### src/rtl/sent_tx_serial_msg_sched.sv
// SENT slow-channel serial message scheduler: spreads one short (16-frame) or
// enhanced (18-frame) serial message over status-nibble bits [3:2] of consecutive fast frames.
module sent_tx_serial_msg_sched #(
    parameter int SHORT_FRAMES = 16,
    parameter int ENH_FRAMES   = 18
) (
    input  logic        clk,
    input  logic        reset,
    input  logic        enable,
    input  logic        channel_format,
    input  logic        config_bit,
    input  logic [3:0]  id_4bit,
    input  logic [7:0]  id_8bit,
    input  logic [11:0] data_12bit,
    input  logic [15:0] data_16bit,
    input  logic [7:0]  data_short,
    input  logic [1:0]  app_status,
    input  logic        frame_start,
    output logic        enable_crc_serial,
    output logic        enable_crc_enhanced,
    output logic [11:0] data_short_to_crc,
    output logic [23:0] data_enhanced_to_crc,
    input  logic [3:0]  crc_serial,
    input  logic [5:0]  crc_enhanced,
    output logic [3:0]  status_nibble,
    output logic        msg_busy,
    output logic        msg_done,
    output logic [4:0]  frame_idx
);

    typedef enum logic [1:0] {IDLE, LATCH, CRC_WAIT, RUN} state_t;

    state_t      state, next_state;
    logic        fmt_q, cfg_q;
    logic [3:0]  id4_q;
    logic [7:0]  id8_q;
    logic [11:0] d12_q;
    logic [15:0] d16_q;
    logic [7:0]  dshort_q;
    logic [3:0]  crc4_q;
    logic [5:0]  crc6_q;

    logic [11:0] enh_d;
    logic [3:0]  enh_x, enh_y;
    logic [17:0] enh_b2, enh_b3;
    logic [15:0] short_b2;
    logic [4:0]  enh_pos;
    logic [3:0]  short_pos;
    logic        b2_bit, b3_bit, last_frame;

    // Field mapping depends on the enhanced config bit C.
    assign enh_d    = cfg_q ? d16_q[11:0]  : d12_q;
    assign enh_x    = cfg_q ? d16_q[15:12] : id8_q[7:4];
    assign enh_y    = cfg_q ? id4_q        : id8_q[3:0];
    assign enh_b2   = {crc6_q, enh_d};
    assign enh_b3   = {6'b111111, 1'b0, cfg_q, enh_x, 1'b0, enh_y, 1'b0};
    assign short_b2 = {id4_q, dshort_q, crc4_q};

    // Frame 0 carries the MSB of each sequence.
    assign enh_pos    = 5'(ENH_FRAMES - 1) - frame_idx;
    assign short_pos  = 4'(SHORT_FRAMES - 1) - frame_idx[3:0];
    assign b2_bit     = fmt_q ? enh_b2[enh_pos] : short_b2[short_pos];
    assign b3_bit     = fmt_q ? enh_b3[enh_pos] : (frame_idx == 5'd0);
    assign last_frame = fmt_q ? (frame_idx == 5'(ENH_FRAMES - 1))
                              : (frame_idx == 5'(SHORT_FRAMES - 1));

    assign data_short_to_crc = {id4_q, dshort_q};

    // CRC covers frames 6..17 only, which hold no CRC bits themselves.
    always_comb begin
        data_enhanced_to_crc = '0;
        for (int k = 0; k < 12; k++) begin
            data_enhanced_to_crc[23 - 2*k] = enh_b3[11 - k];
            data_enhanced_to_crc[22 - 2*k] = enh_b2[11 - k];
        end
    end

    // NOTE: sequential state uses non-blocking assignments so every register samples pre-edge values.
    always_ff @(posedge clk) begin
        if (reset) state <= IDLE;
        else       state <= next_state;
    end

    // NOTE: every always_comb output gets a default first so no path infers a latch.
    always_comb begin
        next_state = state;
        case (state)
            IDLE:     if (enable) next_state = LATCH;
            LATCH:    next_state = CRC_WAIT;
            CRC_WAIT: next_state = RUN;
            RUN:      if (frame_start && last_frame) next_state = enable ? LATCH : IDLE;
            default:  next_state = IDLE;
        endcase
    end

    always_comb begin
        enable_crc_serial   = 1'b0;
        enable_crc_enhanced = 1'b0;
        msg_busy            = (state != IDLE);
        if (state == LATCH) begin
            enable_crc_serial   = ~fmt_q;
            enable_crc_enhanced = fmt_q;
        end
    end

    always_ff @(posedge clk) begin
        if (reset) begin
            fmt_q         <= 1'b0;
            cfg_q         <= 1'b0;
            id4_q         <= '0;
            id8_q         <= '0;
            d12_q         <= '0;
            d16_q         <= '0;
            dshort_q      <= '0;
            crc4_q        <= '0;
            crc6_q        <= '0;
            status_nibble <= '0;
            msg_done      <= 1'b0;
            frame_idx     <= '0;
        end else begin
            msg_done <= 1'b0;
            // Snapshot once per message; inputs are ignored until the next LATCH.
            if (next_state == LATCH) begin
                fmt_q    <= channel_format;
                cfg_q    <= config_bit;
                id4_q    <= id_4bit;
                id8_q    <= id_8bit;
                d12_q    <= data_12bit;
                d16_q    <= data_16bit;
                dshort_q <= data_short;
            end
            if (state == CRC_WAIT) begin
                if (fmt_q) crc6_q <= crc_enhanced;
                else       crc4_q <= crc_serial;
                frame_idx <= '0;
            end
            if (frame_start) begin
                if (state == RUN) begin
                    status_nibble <= {b3_bit, b2_bit, app_status};
                    if (last_frame) begin
                        msg_done  <= 1'b1;
                        frame_idx <= '0;
                    end else begin
                        frame_idx <= frame_idx + 5'd1;
                    end
                end else begin
                    status_nibble <= {2'b00, app_status};
                end
            end
        end
    end

endmodule
### config.mk
export PLATFORM = sky130hd
export DESIGN_NAME = sent_tx_serial_msg_sched
export DESIGN_NICKNAME = d
export VERILOG_FILES = /design/src/rtl/sent_tx_serial_msg_sched.sv
export SDC_FILE = /design/constraint.sdc
export NUM_CORES = 1
export LEC_CHECK = 0
export BUFFER_PORTS_ARGS = -buffer_cell sky130_fd_sc_hd__buf_4
export CORE_ASPECT_RATIO = 1.2
export CORE_MARGIN = 2
export CORE_UTILIZATION = 50
export DETAILED_ROUTE_END_ITERATION = 6
export PLACE_DENSITY = 0.78
export SLEW_MARGIN = 20
export SYNTH_ARGS = -nofsm -noshare
export SYNTH_HDL_FRONTEND = slang
export SYNTH_SLANG_ARGS = --single-unit
### constraint.sdc
create_clock -name clk -period 3 [get_ports clk]
set_clock_uncertainty 0.2 [all_clocks]
set_input_delay 0.45 -clock clk [delete_from_list [all_inputs] [get_ports clk]]
set_output_delay 0.45 -clock clk [all_outputs]
set_load 0.01 [all_outputs]
==> metrics, run 1 <==
vias in the first global route=3444; status=finished, final reports clean; post-detail-place hpwl=6980 um; Worst Path Class, Setup=reg -> reg; Net count, final=598; Fin. Hold Viols=0; HP Class=in -> reg; footprint of the multi-input gates=between 2000 and 2500 sq um; Critical Path Start Type=register; IO buf count=111; DRT Wirelength=10100 um; Final ANT Viol Nets=0; share of layout cells above drive strength 1=30.6%; Wirelength per Cell=16.3 um; synthesized area=3770 sq um; Async S/R FF share, synth=0%; Synth cell types=46; Final Setup Violations=0; synthesis warning total=0; total CTS buffers=9; H-tree depth=3; Max-Cap Viols=0; Boundary Pins=~120; RSZ-0062 raised after global routing=no; cts hold-fix bufs=0; placed insts=605; 1st-pass router iterations=5; Synth Instances=439; Worst-Margin Slew=0.752 ns; Final Critical Period=2.49 ns; Post-synth top flop=dfxtp_1; width of the die=83.3 um; filler-free cell count of the finished design=620; Met2 Routed Length=4980 um; R2R setup slack=0.51 ns; fmax=401 MHz; worst-path maximum fanout=50; register area share after synthesis=38.2%; DR DRC count=0; largest net degree at the start of global routing=73; vias=~3600; register area=1440 sq um; EDFF count, synth=0; Num Clock Sinks=72; Root Driver=clkbuf_8; max-slew violations=0; Worst-path clk slew=0.07 ns; starting DRC count in detailed routing=roughly 250; Die ar.=8250 sq um; Layout area overhead=26.7%; VDD IR max=around 0.28 mV; starting density of the core=between 50% and 60%; flop and latch count out of synthesis=around 70; Clock Path Buffers=2; Avg Vias per Cell=5.83; GPL Wtd Cong=0.911; core area=7270 sq um; Final period util=83.0%; Rows=34; crit path DAT=2.56 ns; Tot GR Track Use=about a quarter; WL met3=587 um; P per Cell Area=471 nW/um^2; LEAKAGE=1.93 nW; initial antenna violation count=0; Fillers=640; Syn Area/Cell=8.58 sq um; Post-CTS Setup Repair Bufs=0; uppermost layer routed=met4; Clk Latency, worst-skew pair=0.34 ns; first-pass GRT wire length=16200 um; leading cell type in the layout, fill and taps excluded=buf_4; CTS tree=yes; Die Y=99.1 um; setup TNS=0 ns; ANT cells=0; Met1 Wirelength=4210 um; Rel. slew slack=49.9%; CTS resizes=0; Critical Path RT=3.06 ns; Critical Path Sink Type=register; most frequent cells in the layout=121 x buf_4, 72 x dfxtp_1, 63 x nand3_1, 61 x a21oi_1, 54 x o21ai_0; grt ovf=0
==> critical path, stage by stage, from the launching register on <==
cell and delay, ns:
dfxtp_1 0.54, inv_1 0.09, ha_1 0.21, and4b_1 0.20, a21oi_2 0.33, o21a_1 0.16
buf_4 0.37, o21ai_0 0.14, a21oi_1 0.16
==> where the power goes <==
part / internal, mW / switching [mW] / leakage (nW)
Clock: 0.445 / 0.347 / 0.108
Sequential: 1.01 / 0.0358 / 0.588
Combinational: 0.193 / 0.219 / 1.24
Total: 1.65 / 0.601 / 1.93
==> registers in the layout (all words and copies together) (netlist names) <==
| name | cells |
|---|---|
| fmt_q | 1 |
| frame_idx | 5 |
| crc4_q | 4 |
| status_nibble | 4 |
| cfg_q | 1 |
| dshort_q | 8 |
| d16_q | 16 |
| state | 2 |
| id8_q | 8 |
| id4_q | 4 |
| d12_q | 12 |
| crc6_q | 6 |
| msg_done | 1 |
==> through the flow <==
| step | area (sq um) | worst slack, ns | utilization, % | power (mW) | hold WS (ns) |
|---|---|---|---|---|---|
| floorplan | 3780 | 0.485 | - | 1.30 | 0.233 |
| global route | 4780 | 0.294 | 65.7 | 2.34 | 0.147 |
| detailed placement | 4570 | 0.535 | 62.8 | 1.48 | 0.247 |
| global placement | 4570 | 0.669 | 62.8 | 1.47 | 0.239 |
| finish | 4780 | 0.509 | 65.7 | 2.25 | 0.145 |
| CTS | 4780 | 0.516 | 65.7 | 2.26 | 0.140 |
==> kinds of logic after synthesis <==
family	synth area share (%)
compound gates	20.9
simple gates	15.6
flops	38.2
buf+inv	7.20
mux	15.5
fa+ha+maj	1.99
xor+xnor	0.465
other cells	0.0995
==> cells in the mapped netlist, types with 2 or more instances <==
cell type	number	share of area, %
a22oi_1	2	0.40
a31oi_1	2	0.33
o21ai_0	54	7.2
and3_1	2	0.33
nand4_1	2	0.33
xnor2_1	2	0.46
mux4_1	6	4.2
dfxtp_1	72	38
a211oi_1	3	0.60
nor2_1	15	1.5
nor3_1	6	0.80
buf_2	14	1.9
mux2i_1	19	5.0
a22o_1	4	0.93
mux2_2	21	6.3
o21ai_1	2	0.27
and2_1	3	0.50
a21oi_1	61	8.1
clkbuf_1	23	2.3
o211ai_1	2	0.40
inv_1	9	0.90
nand3_1	63	8.4
nor2b_1	6	1.0
nand2b_1	4	0.66
buf_1	2	0.20
nand2_1	11	1.1
buf_4	5	1.0
ha_1	6	2.0
==> layout make-up <==
type	count	share of cell area, %
Clock buffer	12	3.46
Clock inverter	3	0.838
Inverter	9	0.707
Multi-Input combinational cell	313	43.4
Sequential cell	72	30.2
Tap cell	90	2.36
Timing Repair Buffer	121	19.0
==> layer usage <==
| metal | global-route usage, % | vias up |
|---|---|---|
| met4 | 13.6 | 0 |
| met1 | 29.0 | 1693 |
| met5 | 0 | - |
| li1 | - | 1753 |
| met3 | 4.98 | 28 |
| met2 | 40.1 | 138 |
==> path summary, 6_finish.rpt <==
path / endpoint / cells after the start / from
hold / removal: crc4_q[0]$_SDFFE_PP0P_ / 3 / crc_serial[0]
setup reg to reg: dshort_q[7]$_SDFFE_PP0N_ / 8 / frame_idx[2]$_SDFF_PP0_
setup / recovery: dshort_q[7]$_SDFFE_PP0N_ / 8 / frame_idx[2]$_SDFF_PP0_
hold reg to reg: crc6_q[1]$_SDFFE_PP0P_ / 2 / crc6_q[1]$_SDFFE_PP0P_
Note: power is estimated with default switching activity, not from simulation.
==> run 2: changes to the inputs <==
==> constraint.sdc (replaced) <==
create_clock -name clk -period 2.4 [get_ports clk]
set_clock_uncertainty 0.2 [all_clocks]
set_input_delay 0.36 -clock clk [delete_from_list [all_inputs] [get_ports clk]]
set_output_delay 0.36 -clock clk [all_outputs]
set_load 0.01 [all_outputs]
==> run 2 against run 1 <==
Via count grew 2.3%. Setup slack worse by 0.37 ns. Critical path depth up 4. Flip-flop and latch count unchanged. Core utilization is 2.4 points higher. Critical endpoint is now dshort_q[5]$_SDFFE_PP0N_.
==> metrics, run 2 (synthesis results as in run 1) <==
Critical Path RT=2.48 ns; critical path cell sequence=ha_1, nand2_1, nor2_1, ha_1, nor2b_4, a21oi_2, buf_4, o21ai_4, buf_12, clkbuf_16, nand3_1, a21oi_1; crit path DAT=2.34 ns; Final ANT Viol Nets=0; starting density of the core=about 52%; vias in the first global route=~3500; max FFs per register=16; Net count, final=608; Max-Cap Viols=0; width of the die=83.3 um; first-pass GRT wire length=16500 um; GRT met2 Usage=42.6%; Tot Pwr=2.84 mW; DRT Wirelength=a little over 10000 um; P per Cell Area=574 nW/um^2; Worst-path clk slew=roughly 0.070 ns; Rows=34; CP bufs+invs=3; Top reg by flops=d16_q; HP Class=in -> reg; VDD IR max=0.369 mV; worst-path maximum fanout=8; fin util=68.0%; Boundary Pins=115; most frequent cells in the layout=125 x buf_4, 71 x dfxtp_1, 63 x nand3_1, 61 x a21oi_1, 47 x o21ai_0; Worst-Margin Slew=0.754 ns; vias=3696; footprint of the multi-input gates=2090 sq um; crit path launch=frame_idx[1]$_SDFF_PP0_; cell family with most CP delay=buffers and inverters; LEAKAGE=2.01 nW; share of layout cells above drive strength 1=between 30% and 40%; hold depth=3; slowest CP cell=dfxtp_4; Final period util=94.1%; H-tree depth=3; max-slew violations=0; met3 global-route usage=3.98%; Root Driver=clkbuf_8; fmax=443 MHz; Wirelength per Cell=16.4 um; Critical Path Start Type=register; Clk Latency, worst-skew pair=around 0.36 ns; slowest stage delay, CP=0.38 ns; Fillers=about 600; status=finished, final reports clean; Num Clock Sinks=72; largest net degree at the start of global routing=73; total CTS buffers=9; Fin. Hold Viols=0; post-detail-place hpwl=7070 um; ANT cells=0; Worst Reg-to-Reg Cells=12; Tot GR Track Use=24.4%; grt ovf=0; biggest regs=d16_q: 16 flops, d12_q: 12 flops; CP Depth=12; Final Critical Period=around 2.3 ns; GPL Wtd Cong=0.894; DR DRC count=0; Layout area overhead=31.3%; Avg Vias per Cell=just under 6; CP dominant cell by count=ha_1; cts hold-fix bufs=0; r2r startpoint=frame_idx[1]$_SDFF_PP0_; Rel. slew slack=49.8%; starting DRC count in detailed routing=195; Clock Path Buffers=2; Final Setup Violations=0; grt peak-use layer=met2; hold_ws=0.0463 ns; Die ar.=8250 sq um; CTS tree=yes; hold path startpoint=app_status[1]; Global Route met1 Usage=29.7%; core area=roughly 7300 sq um; initial antenna violation count=0; register area=around 1400 sq um; IO buf count=111; Critical Path Sink Type=register; Die Y=99.1 um; 1st-pass router iterations=5; leading cell type in the layout, fill and taps excluded=buf_4; Worst Path Class, Setup=reg -> reg
## run 2: cell type report
class	count	share of cell area [%]
multi-input cells	313	42.3
flip-flops and latches	72	29.2
repair buffers	131	21.4
clock buffers	11	2.86
well taps	90	2.28
clock inverters	5	1.14
inverters	9	0.759
## run 2: where the power goes
part	switching (mW)	internal (mW)	total, mW
clock network	0.450	0.506	0.957
registers	0.0468	1.26	1.31
logic	0.291	0.285	0.575
## run 2: layer usage
layer | wire length, um | share of wire, %
met2 | 5170 | 50
met5 | 0 | 0
met1 | 4290 | 41
met4 | 240 | 2.3
met3 | 651 | 6.3
## run 2: path summary, 6_finish.rpt
check                             endpoint  slack [ns]
max reg2reg       dshort_q[5]$_SDFFE_PP0N_        0.14
min          status_nibble[1]$_SDFFE_PP0P_        0.05
min reg2reg         crc6_q[3]$_SDFFE_PP0P_        0.26
max               dshort_q[5]$_SDFFE_PP0N_        0.14
## run 2: through the flow
stage	TNS (ns)	worst slack [ns]	area, sq um	cells
after floorplan	0	0.00132	3800	441
after global placement	0	0.155	4640	610
after detailed placement	0	0.0908	4640	610
after CTS	0	0.0616	4840	626
after global routing	-0.0185	-0.0102	4950	631
final	0	0.141	4950	631
## run 2: worst reg2reg max path, cell delays in order (launching register included)
cell,delay [ns]
dfxtp_4,0.38
ha_1,0.18
nand2_1,0.08
nor2_1,0.11
ha_1,0.15
nor2b_4,0.15
a21oi_2,0.04
buf_4,0.17
o21ai_4,0.16
buf_12,0.15
clkbuf_16,0.16
nand3_1,0.10
a21oi_1,0.15
## run 2: what timing repair did
item / 4_1_cts / 5_1_grt
setup buffers: 0 / 3
resized for setup: 0 / 14
endpoints found under the setup margin: 0 / 50
hold endpoints to repair: 0 / 0
==> run 3: changes to the inputs <==
==> constraint.sdc (replaced) <==
create_clock -name clk -period 2.3 [get_ports clk]
set_clock_uncertainty 0.2 [all_clocks]
set_input_delay 0.345 -clock clk [delete_from_list [all_inputs] [get_ports clk]]
set_output_delay 0.345 -clock clk [all_outputs]
set_load 0.01 [all_outputs]
==> run 3 against run 2 <==
Core utilization rose by 1.8 points. Largest power group unchanged. Total power rose by 5.2%. Wire length rose by 12%. Sequential share of layout area fell by 0.72 points. Highest routed layer unchanged. The run now ends with setup timing left.
==> metrics, run 3 (synthesis results as in run 1) <==
Clk Latency, worst-skew pair=0.34 ns; P per Cell Area=588 nW/um^2; largest net degree at the start of global routing=53; biggest regs=d16_q: 16 flops, d12_q: 12 flops; setup TNS=-0.00242 ns; initial antenna violation count=0; r2r startpoint=frame_idx[1]$_SDFF_PP0_; share of layout cells above drive strength 1=between 30% and 40%; Layout area overhead=34.7%; grt ovf=0; width of the die=83.3 um; critical path cell sequence=ha_4, nand2_1, nor2_1, ha_2, nor2b_4, a21oi_2, buf_6, o21ai_4, buf_12, clkbuf_16, nand3_1, a21oi_1; fin util=69.8%; DP Worst Slack=0.0530 ns; violated checks=setup timing; LEAKAGE=2.06 nW; post-detail-place hpwl=7290 um; Critical Path Start Type=register; max-slew violations=0; H-tree depth=3; placed insts=613; HP Class=in -> reg; reg2reg end=fmt_q$_SDFFE_PP0N_; DR DRC count=0; Top reg by flops=d16_q; Final ANT Viol Nets=0; cts hold-fix bufs=0; CTS tree=yes; worst-path maximum fanout=13; DRT Wirelength=11600 um; max FFs per register=16; status=finished with violations; first-pass GRT wire length=17100 um; footprint of the multi-input gates=2130 sq um; Avg Vias per Cell=5.96; vias=3811; leading cell type in the layout, fill and taps excluded=buf_4; Fillers=589; VDD IR max=0.425 mV; Critical Path RT=2.36 ns; 1st-pass router iterations=5; Clock Path Buffers=2; Tot Pwr=2.99 mW; filler-free cell count of the finished design=639; R2R setup slack=-0.002 ns; Rows=34; Max-Cap Viols=0; slowest stage delay, CP=0.37 ns; DP Area=4690 sq um; Fin. Hold Viols=0; Tot GR Track Use=25.5%; Rel. slew slack=61.0%; Net count, final=616; Final Critical Period=2.30 ns; Root Driver=clkbuf_8; starting DRC count in detailed routing=315; Boundary Pins=115; hold_ws=between 0.03 and 0.04 ns; Worst-Margin Slew=0.579 ns; Worst-path clk slew=0.08 ns; IO buf count=111; cell area after layout=5080 sq um; Critical Path Sink Type=register; vias in the first global route=3599; Worst Reg-to-Reg Cells=12; Final period util=100%; core area=7270 sq um; Critical Path Sink=fmt_q$_SDFFE_PP0N_; Wirelength per Cell=18.1 um; ANT cells=0; Worst Slack Setup Final=-0.00242 ns; total CTS buffers=9; Die Y=99.1 um; Worst Path Class, Setup=reg -> reg; slowest CP cell=dfxtp_4; register area=1450 sq um; most frequent cells in the layout=129 x buf_4, 70 x dfxtp_1, 62 x nand3_1, 59 x a21oi_1, 54 x o21ai_0; crit path launch=frame_idx[1]$_SDFF_PP0_; crit path DAT=2.36 ns; Num Clock Sinks=72; starting density of the core=51.8%; Die ar.=8250 sq um; GPL Wtd Cong=0.927; fmax=434 MHz; Final Setup Violations=1
run 3: report_power, final:
| part | internal, mW | switching (mW) |
|---|---|---|
| combinational | 0.316 | 0.325 |
| clock | 0.515 | 0.466 |
| sequential | 1.31 | 0.0507 |
run 3: what timing repair did:
item                                    4_1_cts  5_1_grt
resized for setup                             0       11
endpoints found under the setup margin        0       50
buffers inserted                              0        5
hold endpoints to repair                      0        0
run 3: metal layers:
layer | wire length, um | track usage [%]
met1 | 4540 | 30.6
met2 | 5880 | 43.3
met3 | 706 | 4.90
met4 | 431 | 13.5
met5 | 0 | 0
run 3: worst min path at each step:
| stage | start | end | slack [ns] | cells after the start |
|---|---|---|---|---|
| 2_1_floorplan | crc6_q[4]$_SDFFE_PP0P_ | crc6_q[4]$_SDFFE_PP0P_ | 0.23 | 2 |
| 3_3_place_gp | crc6_q[4]$_SDFFE_PP0P_ | crc6_q[4]$_SDFFE_PP0P_ | 0.24 | 2 |
| 3_5_place_dp | crc6_q[4]$_SDFFE_PP0P_ | crc6_q[4]$_SDFFE_PP0P_ | 0.25 | 2 |
| 4_1_cts | app_status[1] | status_nibble[1]$_SDFFE_PP0P_ | 0.03 | 3 |
| 5_1_grt | app_status[1] | status_nibble[1]$_SDFFE_PP0P_ | 0.04 | 3 |
| 6_report | app_status[1] | status_nibble[1]$_SDFFE_PP0P_ | 0.03 | 3 |
run 3: area by class of cell:
cell class                      instances  area share [%]
Sequential cell                        72            28.5
Clock inverter                          2           0.197
Tap cell                               90            2.22
Clock buffer                           14            3.62
Timing Repair Buffer                  139            22.8
Inverter                                9           0.739
Multi-Input combinational cell        313            41.9
run 3: critical path: cells and delay by family, from the launching register on:
family | cells | cell delay [ns]
compound gates | 3 | 0.40
fa+ha+maj | 2 | 0.31
buf+inv | 3 | 0.49
flops | 1 | 0.37
simple gates | 4 | 0.45
